--- src/rtl/mem_port_arb_pkg.sv ---
// Shared types and constants for the memory-port arbiter.
package mem_port_arb_pkg;

   typedef enum logic [1:0] {
      IDLE   = 2'd0,
      BUSY_I = 2'd1,
      BUSY_D = 2'd2
   } arb_state_e;

   localparam logic REQ_I = 1'b0;
   localparam logic REQ_D = 1'b1;

   localparam int PRIO_RR   = 0;
   localparam int PRIO_DATA = 1;

   // Round-robin choice: hand the port to whoever did not have it last.
   function automatic logic rr_other(input logic last_id);
      return (last_id == REQ_D) ? REQ_I : REQ_D;
   endfunction

endpackage

--- src/rtl/mem_port_arb_pick.sv ---
// Combinational grant picker for the icache / data requesters.
module mem_port_arb_pick
   import mem_port_arb_pkg::*;
#(
   parameter int PRIORITY = PRIO_RR
) (
   input  logic i_valid,
   input  logic d_valid,
   input  logic last_grant,
   output logic grant_valid,
   output logic grant_id
);

   always_comb begin
      grant_valid = i_valid | d_valid;
      grant_id    = REQ_I;
      if (i_valid && d_valid) begin
         if (PRIORITY == PRIO_DATA) grant_id = REQ_D;
         else                       grant_id = rr_other(last_grant);
      end else if (d_valid) begin
         grant_id = REQ_D;
      end
   end

endmodule

--- src/rtl/mem_port_arbiter.sv ---
// Two-requester arbiter sharing one memory port between icache refill and data.
// Optional grant/conflict counters enabled by MEM_PORT_ARB_STATS_EN.
//
// state  | meaning
// IDLE   | no owner; sample requests, register grant
// BUSY_I | icache refill owns the port until handshake or valid drop
// BUSY_D | data port owns the port until handshake or valid drop
module mem_port_arbiter
   import mem_port_arb_pkg::*;
#(
   parameter int ADDR_W   = 32,
   parameter int DATA_W   = 32,
   parameter int PRIORITY = PRIO_RR
) (
   input  logic                clk,
   input  logic                resetn,
   input  logic                i_valid,
   output logic                i_ready,
   input  logic [ADDR_W-1:0]   i_addr,
   output logic [DATA_W-1:0]   i_rdata,
   input  logic                d_valid,
   output logic                d_ready,
   input  logic [ADDR_W-1:0]   d_addr,
   input  logic [DATA_W-1:0]   d_wdata,
   input  logic [DATA_W/8-1:0] d_wstrb,
   output logic [DATA_W-1:0]   d_rdata,
   output logic                mem_valid,
   input  logic                mem_ready,
   output logic [ADDR_W-1:0]   mem_addr,
   output logic [DATA_W-1:0]   mem_wdata,
   output logic [DATA_W/8-1:0] mem_wstrb,
   input  logic [DATA_W-1:0]   mem_rdata
`ifdef MEM_PORT_ARB_STATS_EN
   ,
   output logic [31:0]         stat_i_grants,
   output logic [31:0]         stat_d_grants,
   output logic [31:0]         stat_conflicts
`endif
);

   arb_state_e state_q, state_d;
   logic       last_grant_q, last_grant_d;
   logic       grant_valid, grant_id;

   mem_port_arb_pick #(.PRIORITY(PRIORITY)) u_pick (
      .i_valid     (i_valid),
      .d_valid     (d_valid),
      .last_grant  (last_grant_q),
      .grant_valid (grant_valid),
      .grant_id    (grant_id)
   );

   always_ff @(posedge clk or negedge resetn) begin
      if (!resetn) begin
         state_q      <= IDLE;
         last_grant_q <= REQ_D;
      end else begin
         state_q      <= state_d;
         last_grant_q <= last_grant_d;
      end
   end

   // Owner dropping valid ends the tenure without a ready.
   always_comb begin
      state_d      = state_q;
      last_grant_d = last_grant_q;
      mem_valid    = 1'b0;
      mem_addr     = '0;
      mem_wdata    = '0;
      mem_wstrb    = '0;
      i_ready      = 1'b0;
      d_ready      = 1'b0;
      case (state_q)
         IDLE: begin
            if (grant_valid) begin
               state_d      = (grant_id == REQ_D) ? BUSY_D : BUSY_I;
               last_grant_d = grant_id;
            end
         end
         BUSY_I: begin
            mem_valid = i_valid;
            mem_addr  = i_addr;
            if (!i_valid) begin
               state_d = IDLE;
            end else if (mem_ready) begin
               i_ready = 1'b1;
               state_d = IDLE;
            end
         end
         BUSY_D: begin
            mem_valid = d_valid;
            mem_addr  = d_addr;
            mem_wdata = d_wdata;
            mem_wstrb = d_wstrb;
            if (!d_valid) begin
               state_d = IDLE;
            end else if (mem_ready) begin
               d_ready = 1'b1;
               state_d = IDLE;
            end
         end
         default: state_d = IDLE;
      endcase
   end

   assign i_rdata = mem_rdata;
   assign d_rdata = mem_rdata;

`ifdef MEM_PORT_ARB_STATS_EN
   logic [31:0] stat_i_q, stat_i_d;
   logic [31:0] stat_d_q, stat_d_d;
   logic [31:0] stat_c_q, stat_c_d;

   always_ff @(posedge clk or negedge resetn) begin
      if (!resetn) begin
         stat_i_q <= '0;
         stat_d_q <= '0;
         stat_c_q <= '0;
      end else begin
         stat_i_q <= stat_i_d;
         stat_d_q <= stat_d_d;
         stat_c_q <= stat_c_d;
      end
   end

   always_comb begin
      stat_i_d = stat_i_q;
      stat_d_d = stat_d_q;
      stat_c_d = stat_c_q;
      if (state_q == IDLE) begin
         if (grant_valid && grant_id == REQ_I) stat_i_d = stat_i_q + 32'd1;
         if (grant_valid && grant_id == REQ_D) stat_d_d = stat_d_q + 32'd1;
         if (i_valid && d_valid)               stat_c_d = stat_c_q + 32'd1;
      end
   end

   assign stat_i_grants  = stat_i_q;
   assign stat_d_grants  = stat_d_q;
   assign stat_conflicts = stat_c_q;
`endif

endmodule

--- config.mk ---
export PLATFORM = sky130hd
export DESIGN_NAME = mem_port_arbiter
export DESIGN_NICKNAME = d
export VERILOG_FILES = /design/src/rtl/mem_port_arb_pkg.sv /design/src/rtl/mem_port_arb_pick.sv /design/src/rtl/mem_port_arbiter.sv
export SDC_FILE = /design/constraint.sdc
export NUM_CORES = 1
export LEC_CHECK = 0
export CAP_MARGIN = 10
export CORE_AREA = 2 2 105 107
export CTS_BUF_LIST = sky130_fd_sc_hd__clkbuf_8
export DETAILED_ROUTE_END_ITERATION = 12
export DIE_AREA = 0 0 107 109
export PLACE_DENSITY = 0.68
export SETUP_SLACK_MARGIN = 0.05
export SYNTH_ARGS = -nofsm -noshare
export SYNTH_HDL_FRONTEND = slang
export SYNTH_SLANG_ARGS = --single-unit
export TNS_END_PERCENT = 30
--- constraint.sdc ---
create_clock -name clk -period 3.7 [get_ports clk]
set_clock_uncertainty 0.1 [all_clocks]
set_input_delay 0.925 -clock clk [delete_from_list [all_inputs] [get_ports clk]]
set_output_delay 0.925 -clock clk [all_outputs]
set_load 0.02 [all_outputs]
## After elaboration in Yosys (flattened, before gate mapping)

Cells that the tools add are included.

- Add/subtract/negate cells: 0
- Multiply operators: 0
- Divide/modulo/power cells: 0
- $lt $le $gt $ge: 0
- Equal/unequal tests: 3
- Shift operators: 0
- Multiplexer cells: 18
- Bitwise gates (word level): 1
- Reductions and logical operators: 3

Operators with widths:

| kind | count |
|---|---|
| $pmux 32 s2 | 1 |
| $mux 32 | 1 |
| $mux 2 | 5 |
| $mux 1 | 8 |
| $pmux 2 s3 | 1 |
| $mux 4 | 1 |
| $eq 2x1->1 const B | 1 |
| $eq 2x2->1 const B | 1 |
| $logic_not 2->1 | 1 |
| $ne 2x2->1 const B | 1 |
| $pmux 1 s2 | 1 |
| $reduce_and 2->1 | 1 |
| $logic_and 1x1->1 | 1 |
| $or 1x1->1 | 1 |

- Register bits: 3
- Bits in latches: 0
- Memory bits (writable): 0
- Bits in read-only memories: 0
- Bits of input ports: 137
- Logic and storage cells: 27
- Memories kept: 0

## Depth between registers and ports, before layout

Gate-level depths: netlist of run 1.

- Word-level depth: 5
- Depth in mapped cells: 6

## Hierarchy

A second synthesis of run 1 with hierarchy kept.

- Cell total of the unflattened synthesis: 206
- Area, all modules: 1485.2 um^2

Modules (own cells, without submodules):

| module | times used | cells each | area each (um^2) |
|---|---|---|---|
| mem_port_arbiter | 1 | 204 | 1471.4 |
| mem_port_arb_pick | 1 | 2 | 13.8 |

## Worst setup path after synthesis of run 1

OpenSTA, ideal clock, no wires.

- Path type: reg2out
- Start: reg state_q[0]
- End: out mem_addr[0]
- Data arrival time: 1.361 ns
- Required time: 2.675 ns
- Path slack: 1.314 ns
- Stages on the path, launching flop included: 5
- Buffers on the path: 1
- Cell sequence: dfrtp_1 -> inv_1 -> ha_1 -> clkbuf_1 -> nor2b_1

- Cells in the longest elaborated chain, start to end: 2
- Elaborated cells between the ends (all ways): 3
- Those cells by class: eq/ne: 2; mux: 1

RTL lines:

| what | line | text |
|---|---|---|
| from (decl) | mem_port_arbiter.sv:41 | `arb_state_e state_q, state_d;` |
| from (signal assigned) | mem_port_arbiter.sv:58 | `state_q <= state_d;` |
| $eq 2x2->1 or $eq 2x1->1 (tied branches) | mem_port_arbiter.sv:73 | `case (state_q)` |
| $pmux 32 s2 * | mem_port_arbiter.sv:73 |  |
| to (decl) | mem_port_arbiter.sv:29 | `output logic [ADDR_W-1:0] mem_addr,` |

Every way passes the cells marked *; elsewhere a longest branch is shown, timed or not.

## Final worst setup path of run 1

- Start: in i_valid
- End: out mem_valid

- Cells in the longest elaborated chain, start to end: 1

RTL lines:

| what | line | text |
|---|---|---|
| from (decl) | mem_port_arbiter.sv:17 | `input logic i_valid,` |
| $pmux 1 s2 | mem_port_arbiter.sv:73 |  |
| to (decl) | mem_port_arbiter.sv:27 | `output logic mem_valid,` |

No other way between the ends.

==> results of run 1 <==
power breakdown:
group	leakage (nW)	internal (mW)	switching [mW]
Sequential	0.0364	0.0528	0.0198
Clock	0.0269	0.0706	0.0214
Combinational	0.979	0.737	0.723
layout make-up:
cell class	count	area share, %
clock buffers	3	1.39
clock inverters	1	0.127
inverters	4	0.507
multi-input cells	121	28.1
flip-flops and latches	3	2.58
well taps	140	5.91
repair buffers	182	61.3
worst reg2reg max path, stage by stage (launching register included):
cell and delay, ns:
sky130_fd_sc_hd__dfrtp_1 0.42, sky130_fd_sc_hd__inv_1 0.08, sky130_fd_sc_hd__ha_1 0.19, sky130_fd_sc_hd__buf_4 0.22
sky130_fd_sc_hd__a22o_2 0.25, sky130_fd_sc_hd__a32o_1 0.24
state kept, by name (all words and copies together) (netlist names):
register / count
last_grant_q: 1
state_q: 2
cell families after synthesis:
kind of cell,Yosys count,synth area share [%]
buffers and inverters,83,38.3
AO/OA/AOI/OAI,40,20.6
flip-flops,3,5.18
AND/OR/NAND/NOR,76,31.7
adder cells (fa/ha/maj),5,4.24
cell usage after synthesis (all sizes together):
library cell,instances
a22oi,33
a32oi,1
inv,4
nand2b,1
dfrtp,2
nand2,2
buf,74
dfstp,1
clkbuf,5
nor2,2
a32o,2
a21oi,1
a31oi,1
ha,5
and2,36
a22o,1
o22ai,1
and3,2
nor2b,33
routing by layer:
layer,vias up,GRT usage [%],part of all wire (%)
met4,0,4.17,2.6
li1,838,-,-
met5,-,0,0
met1,801,9.39,31
met3,19,3.11,13
met2,146,21.2,54
per-stage QoR:
step	worst slack (ns)	util (%)	power, mW	area, sq um	hold slack, ns
2_1_floorplan	1.31	-	0.974	1470	0.409
3_3_place_gp	0.231	27.5	1.54	2920	0.430
3_5_place_dp	0.217	27.5	1.55	2920	0.446
4_1_cts	0.193	27.9	1.65	2960	0.450
5_1_grt	0.125	27.9	1.76	2960	0.477
6_report	0.224	27.9	1.62	2960	0.448
worst min-delay path by stage:
stage                  from           end  depth (start not counted)
2_1_floorplan  last_grant_q  last_grant_q                          2
5_1_grt        last_grant_q  last_grant_q                          2
3_3_place_gp   last_grant_q  last_grant_q                          2
6_report       last_grant_q  last_grant_q                          2
4_1_cts        last_grant_q  last_grant_q                          2
3_5_place_dp   last_grant_q  last_grant_q                          2
==> implementation parameters, run 1 <==
Parameter                              Value

Power and ir drop
  Cell area power density ... 548 nW/um^2
  Standby leakage power ... 1.04 nW
  IR drop worst, VDD ... approximately 0.00019 V

Finish
  Layout cell share with drive strength beyond 1 ... 4.14%
  Number of antenna repair diodes ... 0
  Most frequent standard cell in the layout excluding fill and tap cells ... sky130_fd_sc_hd__clkdlybuf4s50_1
  Net count of the finished layout ... 457
  Non-filler instance count after layout ... between 400 and 500
  Total area of multi-input combinational cells ... roughly 830 sq um
  Highest-count cells in the layout ignoring fill and taps ... sky130_fd_sc_hd__clkdlybuf4s50_1, sky130_fd_sc_hd__and2_1, sky130_fd_sc_hd__a22oi_1, sky130_fd_sc_hd__nor2b_1, sky130_fd_sc_hd__buf_4
  Area occupied by registers ... 76.3 sq um
  Number of fillers in the final layout ... 1123
  Post-synthesis to final-layout area growth ... 101%

Job
  Count of max-cap constraint violations ... 0

STA
  Highest achievable clock rate ... 288 MHz
  RSZ-0062 raised after global routing ... no
  Final worst path period share ... around 94%
  Transition time at the pin with the least slew margin ... 0.453 ns
  Final slew viol count ... 0
  Post-layout minimum cycle time ... 3.48 ns
  Count of final hold-check violations ... 0
  Slew headroom ... 69.8%
  Setup violators final ... 0
  Sum of negative setup slack ... 0 ns

Setup path
  Startpoint of the most critical setup path ... i_valid
  Data required, critical path ... 2.67 ns
  Count of buffer and inverter cells on the critical path ... 2
  Logic depth of the worst path, buffers included ... 4
  Arrival time at the worst endpoint ... 2.45 ns
  Critical Path Sink Type ... output pin
  FF-to-FF path depth ... 5
  Critical Path Start Type ... input pin
  CP top delay family ... buffers and inverters
  Startpoint of the worst-slack reg-to-reg timing path ... state_q[1]
  Cell seen most often among critical-path stages ... sky130_fd_sc_hd__clkdlybuf4s50_1
  Reg-to-reg slack, setup ... 2.07 ns
  Capture point of the worst path ... mem_valid
  Critical path peak fanout ... 7
  Ordered list of cells on the worst path ... clkdlybuf4s50_1 -> a22oi_1 -> nor2b_1 -> clkdlybuf4s50_1
  End of the worst register-to-register path ... state_q[0]
  Kind of critical path ... in2out
  Slowest-stage cell, CP ... sky130_fd_sc_hd__clkdlybuf4s50_1
  Delay of the slowest critical-path stage ... 0.63 ns

Drt
  Via count ... 1804
  Remaining routing DRC violations ... 0
  First-pass iteration count of the detailed router ... 4
  Routed via count divided by cell count ... 3.97
  DRT Wirelength ... 6400 um
  DRT antenna net count ... 0
  Iteration-0 DRC Markers ... 43
  Wire per inst ... 14.1 um

Clocking
  Setup Fix Bufs, Post-CTS ... 0
  Clock transition at the registers of the reported paths ... 0.03 ns
  Number of levels in the clock H-tree ... 1
  Sink count of the clock tree ... 3
  Resized cells post-CTS ... 0
  Number of buffers added by the clock tree synthesis step ... 3
  Number of buffers added to fix hold violations after cts ... 0
  Cell chosen for the clock root ... sky130_fd_sc_hd__clkbuf_8
  CTS Buffer Depth ... 2
  Clock tree from TritonCTS ... done
  Clock latency on the worst-skew pair ... 0.21 ns

Run status
  Status ... finished clean

Logic synthesis
  Syn_nets ... 349
  Flip-flop and latch count after synthesis ... 3
  Sequential area share after synthesis ... between 5 and 6%
  Post-Synthesis Mean Instance Area ... around 7 sq um
  Yosys warnings ... 0
  Main area contributors after synthesis ... sky130_fd_sc_hd__buf_4, sky130_fd_sc_hd__a22oi_1, sky130_fd_sc_hd__and2_1
  Area fraction of the dominant cell type after synthesis ... 32.6%
  Netlist area before placement ... 1470 sq um
  Largest area contributor in the netlist ... sky130_fd_sc_hd__buf_4
  Post-synth cell types ... 21
  Cells after Synth ... between 200 and 250

Floorplanning
  DIE HEIGHT ... 109 um
  I/O pins ... 272
  Placeable core area ... about 11000 sq um
  Effective utilization at floorplan ... 13.9%
  Die area ... 11700 sq um
  Number of placement rows ... 38
  Overall die width ... 107 um

GRT
  GRT overflow ... 0
  Overall Global Routing Usage ... 10.4%
  Via count of the first global-routing pass ... roughly 1800
  Largest net degree at the start of global routing ... 33
  Initial antenna violation count ... 0
  Wire length of the first global-routing pass ... 9410 um

Placed design
  Half-perimeter wire length after placement ... 5390 um
  Cell count after placement ... 450
  Number of I/O port buffers ... about 180
  Weighted congestion at the end of routability-driven global placement ... 0.733

Hold path
  Hold WC Path Type ... reg2reg
No activity file was read; power rests on OpenSTA's default activity.
==> inputs of run 2 (changes only) <==
Settings changed: CAP_MARGIN 10 to 20, CTS_CLUSTER_SIZE set to 16.
==> results of run 2 <==
Final layout, timing and power as in run 1 (identical DEF).
